### src/rtl/cpu_pkg.sv
// cpu_pkg: shared widths, ALU opcodes, stall FSM states and control struct for the 19-bit CPU
package cpu_pkg;
  localparam int DATA_W  = 19;
  localparam int REG_W   = 3;
  localparam int ALUOP_W = 4;
  localparam logic [ALUOP_W-1:0] ALU_NOP = 4'd0;
  localparam logic [ALUOP_W-1:0] ALU_ADD = 4'd1;
  localparam logic [ALUOP_W-1:0] ALU_SUB = 4'd2;
  localparam logic [ALUOP_W-1:0] ALU_AND = 4'd3;
  localparam logic [ALUOP_W-1:0] ALU_OR  = 4'd4;
  localparam logic [ALUOP_W-1:0] ALU_SLT = 4'd5;
  typedef enum logic {RUN, STALL} stall_state_t;
  typedef struct packed {
    logic memread;
    logic memwrite;
    logic regwrite;
    logic alusrc;
  } id_ex_ctrl_t;
endpackage

### src/rtl/stall_watchdog.sv
// stall_watchdog: RUN/STALL tracker with saturating consecutive-stall counter and sticky error
module stall_watchdog
  import cpu_pkg::*;
#(
  parameter int MAX_STALL = 4
)(
  input  logic clk,
  input  logic rst,
  input  logic hazard,
  input  logic flush,
  output logic stall_err
);
  localparam int CW = $clog2(MAX_STALL + 1);
  stall_state_t  r_state;
  logic [CW-1:0] r_cnt;
  logic          w_at_max;
  assign w_at_max = r_cnt == CW'(MAX_STALL);
  // flush resets tracking; each hazard bubble counts, and a hazard arriving at the limit latches the error
  always_ff @(posedge clk or posedge rst)
    if (rst) begin
      r_state   <= RUN;
      r_cnt     <= '0;
      stall_err <= 1'b0;
    end else if (flush) begin
      r_state <= RUN;
      r_cnt   <= '0;
    end else if (hazard) begin
      r_state <= STALL;
      r_cnt   <= w_at_max ? r_cnt : r_cnt + CW'(1);
      if (r_state == STALL && w_at_max) stall_err <= 1'b1;
    end else begin
      r_state <= RUN;
      r_cnt   <= '0;
    end
endmodule

### src/rtl/id_ex_bubble_reg.sv
// id_ex_bubble_reg: ID/EX pipeline register inserting NOP bubbles on hazard/flush; ID_EX_STALL_COUNT_EN adds stall_cycles
module id_ex_bubble_reg #(
  parameter int DATA_W    = cpu_pkg::DATA_W,
  parameter int REG_W     = cpu_pkg::REG_W,
  parameter int ALUOP_W   = cpu_pkg::ALUOP_W,
  parameter int MAX_STALL = 4
)(
  input  logic               clk,
  input  logic               rst,
  input  logic               hazard,
  input  logic               flush,
  input  logic               ID_valid,
  input  logic [REG_W-1:0]   ID_rs,
  input  logic [REG_W-1:0]   ID_rt,
  input  logic [REG_W-1:0]   ID_rd,
  input  logic [DATA_W-1:0]  ID_rs_data,
  input  logic [DATA_W-1:0]  ID_rt_data,
  input  logic [DATA_W-1:0]  ID_imm,
  input  logic [ALUOP_W-1:0] ID_aluop,
  input  logic               ID_memread,
  input  logic               ID_memwrite,
  input  logic               ID_regwrite,
  input  logic               ID_alusrc,
  output logic               EX_valid,
  output logic [REG_W-1:0]   EX_rs,
  output logic [REG_W-1:0]   EX_rt,
  output logic [REG_W-1:0]   EX_rd,
  output logic [DATA_W-1:0]  EX_rs_data,
  output logic [DATA_W-1:0]  EX_rt_data,
  output logic [DATA_W-1:0]  EX_imm,
  output logic [ALUOP_W-1:0] EX_aluop,
  output logic               EX_memread,
  output logic               EX_memwrite,
  output logic               EX_regwrite,
  output logic               EX_alusrc,
  output logic               bubble,
  output logic               stall_err
`ifdef ID_EX_STALL_COUNT_EN
  ,
  output logic [15:0]        stall_cycles
`endif
);
  cpu_pkg::id_ex_ctrl_t r_ctrl;
  cpu_pkg::id_ex_ctrl_t w_ctrl;
  logic                 w_load;
  logic                 w_hz_bubble;
  assign w_load      = ID_valid && !flush && !hazard;
  assign w_hz_bubble = hazard && !flush;
  assign w_ctrl      = '{memread: ID_memread, memwrite: ID_memwrite, regwrite: ID_regwrite, alusrc: ID_alusrc};
  assign EX_memread  = r_ctrl.memread;
  assign EX_memwrite = r_ctrl.memwrite;
  assign EX_regwrite = r_ctrl.regwrite;
  assign EX_alusrc   = r_ctrl.alusrc;
  // capture ID fields, or an all-zero NOP so a bubble never matches register 0 in hazard/forwarding
  always_ff @(posedge clk or posedge rst)
    if (rst) begin
      EX_valid   <= 1'b0;
      EX_rs      <= '0;
      EX_rt      <= '0;
      EX_rd      <= '0;
      EX_rs_data <= '0;
      EX_rt_data <= '0;
      EX_imm     <= '0;
      EX_aluop   <= '0;
      r_ctrl     <= '0;
      bubble     <= 1'b0;
    end else begin
      EX_valid   <= w_load;
      EX_rs      <= w_load ? ID_rs : '0;
      EX_rt      <= w_load ? ID_rt : '0;
      EX_rd      <= w_load ? ID_rd : '0;
      EX_rs_data <= w_load ? ID_rs_data : '0;
      EX_rt_data <= w_load ? ID_rt_data : '0;
      EX_imm     <= w_load ? ID_imm : '0;
      EX_aluop   <= w_load ? ID_aluop : ALUOP_W'(cpu_pkg::ALU_NOP);
      r_ctrl     <= w_load ? w_ctrl : '0;
      bubble     <= flush || hazard;
    end
  stall_watchdog #(.MAX_STALL(MAX_STALL)) u_wd (
    .clk       (clk),
    .rst       (rst),
    .hazard    (hazard),
    .flush     (flush),
    .stall_err (stall_err)
  );
`ifdef ID_EX_STALL_COUNT_EN
  // saturating tally of hazard bubbles; flush bubbles are excluded
  always_ff @(posedge clk or posedge rst)
    if (rst) stall_cycles <= '0;
    else if (w_hz_bubble && stall_cycles != 16'hFFFF) stall_cycles <= stall_cycles + 16'd1;
`endif
endmodule

### config.mk
export PLATFORM = sky130hd
export DESIGN_NAME = id_ex_bubble_reg
export DESIGN_NICKNAME = d
export VERILOG_FILES = /design/src/rtl/cpu_pkg.sv /design/src/rtl/stall_watchdog.sv /design/src/rtl/id_ex_bubble_reg.sv
export SDC_FILE = /design/constraint.sdc
export NUM_CORES = 1
export LEC_CHECK = 0
export BUFFER_PORTS_ARGS = -buffer_cell sky130_fd_sc_hd__buf_2
export CORE_MARGIN = 2
export CORE_UTILIZATION = 49
export CTS_CLUSTER_SIZE = 12
export DETAILED_ROUTE_END_ITERATION = 8
export HOLD_SLACK_MARGIN = 0.05
export PLACE_DENSITY_LB_ADDON = 0.12
export SLEW_MARGIN = 0
export SYNTH_ARGS = -nofsm -noshare
export SYNTH_HDL_FRONTEND = slang
export SYNTH_HIERARCHICAL = 1
export SYNTH_SLANG_ARGS = --single-unit
### constraint.sdc
create_clock -name clk -period 4.9 [get_ports clk]
set_input_delay 0.735 -clock clk [delete_from_list [all_inputs] [get_ports clk]]
set_output_delay 0.735 -clock clk [all_outputs]
set_load 0.01 [all_outputs]
==> results.py <==
metrics = {
    "final_layout": {
        "nFillCells": 518,
        "syn_to_final_growth_pct": 28.0,
        "multiInputGateArea_um2": 960,
        "utilization": 0.645,
        "antenna_cells": 0,
        "fin_nets": 425,
        "final_layout_size_suffix_gt1_frac": 0.596,
        "regArea_um2": 2030,
    },
    "cts": {
        "postCtsResizedCells": 0,
        "cts-htree-levels": 3,
        "cts_buffers": 9,
        "hold_buffers": 0,
        "clk_pin_slew_ns": 0.08,
        "cts_buffer_depth": 2,
        "cts_tree": "yes",
        "post-cts-setup-buffer-count": 0,
        "clkLatencyLatePin_ns": 0.33,
        "cts_root_buffer": "clkbuf_8",
        "cts_sinks": 81,
    },
    "place": {
        "globalplace.congestion": 0.739,
        "hpwl_um": 4590,
        "io_buffers": 155,
    },
    "floorplan": {
        "rows": 29,
        "io_pins": 156,
        "core-area_um2": 6310,
        "dieWidth_um": 84.6,
        "die_h_um": 84.6,
        "dieArea_um2": 7160,
        "initial_utilization": 0.504,
    },
    "global_routing": {
        "grt.busiest_layer": "met2",
        "grtUsageMet3": 0.0669,
        "grt_pass1_wl_um": 10800,
        "grt-ovfl-total": 0,
        "antenna_found_initial": 0,
        "grt_start_max_net_pins": 76,
        "first_global_vias": 2170,
        "grt_util_met2": 0.296,
        "grt_usage": 0.192,
        "use_met1": 0.257,
    },
    "routing": {
        "via_per_inst": 5.11,
        "drtIter0Drc": 83,
        "vias": 2178,
        "ant_nets": 0,
        "route.detailed.drc": 0,
        "wl_um": 6890,
        "dr.pass1.iters": 4,
        "wl_per_cell_um": 16.2,
    },
    "timing": {
        "slew_headroom": 0.348,
        "setup_violations": 0,
        "min_period_over_period": 0.379,
        "tightest_slew_ns": 0.978,
        "finalHoldViolations": 0,
        "skew_ns": 0.00698,
        "fin_crit_ns": 1.86,
        "rsz0062_at_grt": "no",
        "slew_viol_final": 0,
        "fmax_ghz": 0.539,
        "setup_tns_ns": 0,
    },
    "logic_synthesis": {
        "ys_types": 23,
        "synth-seq-cells": 81,
        "synth_seq_area_share": 0.637,
        "syn_inst": 199,
        "yosysWarnings": 6,
        "synth_area_um2": 3180,
        "synth_nets": 280,
        "syn_area_per_cell_um2": 16.0,
    },
    "flow_run": {
        "drv_cap": 0,
    },
    "run_status": {
        "status": "finished clean",
    },
    "critical_path": {
        "worstPathMaxFanout": 40,
        "crit_arrival_ns": 2.12,
        "crit_slowest_cell": "buf_2",
        "end_kind": "flip-flop",
        "critPathMaxStageDelay_ns": 0.51,
        "crit_path_cell_trace": "buf_2, buf_4, nand2b_4, inv_1, a41o_2",
        "start_kind": "primary input",
        "critPathKind": "in -> reg",
        "cp_top_family": "buffers and inverters",
        "timing.critical_path.buf_inv": 3,
        "crit_required_ns": 5.17,
    },
    "worst_hold_path": {
        "hold_class": "in -> async",
    },
    "power": {
        "p_per_area_nw_per_um2": 306,
        "leakage_uw": 0.00229,
        "ir_drop_mv": 0.197,
    },
}
state kept, by name, summed over array words and instances, names as in the netlist:
register        cells
EX_imm             19
EX_rs_data         19
EX_rt_data         19
EX_aluop            4
EX_rd               3
EX_rs               3
EX_rt               3
u_wd/r_cnt          3
EX_alusrc           1
EX_memread          1
EX_memwrite         1
EX_regwrite         1
EX_valid            1
bubble              1
u_wd/r_state        1
u_wd/stall_err      1
stage by stage:
| step | hold slack (ns) | setup slack (ns) | power [uW] | area (um2) | cells |
|---|---|---|---|---|---|
| after floorplan | 0.503 | 2.23 | 783 | 3180 | 199 |
| after global placement | 0.453 | 2.76 | 832 | 3900 | 410 |
| after detailed placement | 0.456 | 2.73 | 834 | 3900 | 410 |
| after CTS | 0.305 | 3.08 | 1260 | 4070 | 426 |
| after global routing | 0.304 | 3.00 | 1310 | 4070 | 426 |
| final | 0.309 | 3.04 | 1250 | 4070 | 426 |
power breakdown:
group	leakage [uW]	internal [uW]	switching, uW
Clock	0.0000932	210	219
Combinational	0.00109	62.9	66.2
Sequential	0.00111	685	4.79
cells in the mapped netlist:
library cell	number	area (um2)
nor2_1	1	3.75
clkbuf_2	3	15.0
a21bo_2	1	10.0
nor4bb_1	41	410
and4bb_1	4	50.1
and4bb_2	26	325
or2_2	1	6.26
inv_1	5	18.8
ha_1	2	25.0
a41o_2	1	11.3
nor3_2	1	10.0
nor3b_1	1	7.51
dfrtp_1	81	2030
clkbuf_1	6	22.5
nor4bb_2	3	48.8
buf_4	1	7.51
a21o_2	1	8.76
and3b_1	1	8.76
buf_6	10	113
nand3_1	2	10.0
a21oi_1	2	10.0
nand2b_4	1	13.8
buf_2	4	20.0
cell usage in the layout (no fill, tap or decap):
cell type and instances:
clkbuf_1 2, clkbuf_8 11, nand3_1 2, dfrtp_1 81, ha_1 2, nor3b_1 1, a21o_2 1, nand2b_4 1
nor2_1 1, buf_4 3, buf_2 155, nor4bb_1 41, or2_2 1, and3b_1 1, a21bo_2 1, clkinv_2 3
a41o_2 1, and4bb_2 26, nor3_2 1, a21oi_1 2, nor4bb_2 3, inv_1 4, and4bb_1 4, inv_2 1
worst paths after layout:
path,startpoint,endpoint,slack (ns),cells past startpoint
worst min register to register,u_wd/stall_err,u_wd/stall_err,0.47,1
worst min-delay path,rst,u_wd/r_state,0.31,2
max in group asynchronous,rst,EX_imm[10],3.39,3
worst max register to register,u_wd/r_cnt[0],u_wd/r_cnt[2],3.74,4
min in group clk,u_wd/stall_err,u_wd/stall_err,0.47,1
worst max-delay path,hazard,u_wd/stall_err,3.04,5
final cells by class:
type / instances / area share
repair buffers: 158 / 0.196
multi-input cells: 89 / 0.236
well taps: 77 / 0.0236
flip-flops and latches: 81 / 0.498
clock buffers: 13 / 0.0390
clock inverters: 3 / 0.00369
inverters: 5 / 0.00461
cells by family (layout without fill, tap and decap cells):
group,Yosys count,in the layout,synth area share
AO/OA/AOI/OAI,5,5,0.0126
buffers and inverters,29,179,0.0617
adder cells (fa/ha/maj),2,2,0.00786
AND/OR/NAND/NOR,82,82,0.281
flip-flops,81,81,0.637
worst reg2reg max path: stages, from the launching register on:
cell     delay, ns
dfrtp_1       0.41
inv_1         0.07
ha_1          0.25
and3b_1       0.21
nor3_2        0.14
routing by layer:
layer  wire [um]  part of all wire  up-vias
met5           0                 0        -
li1            -                 -     1023
met1        3010              0.44     1055
met3         563             0.082        9
met4          89             0.013        0
met2        3220              0.47       91
No activity file was read; power rests on OpenSTA's default activity.
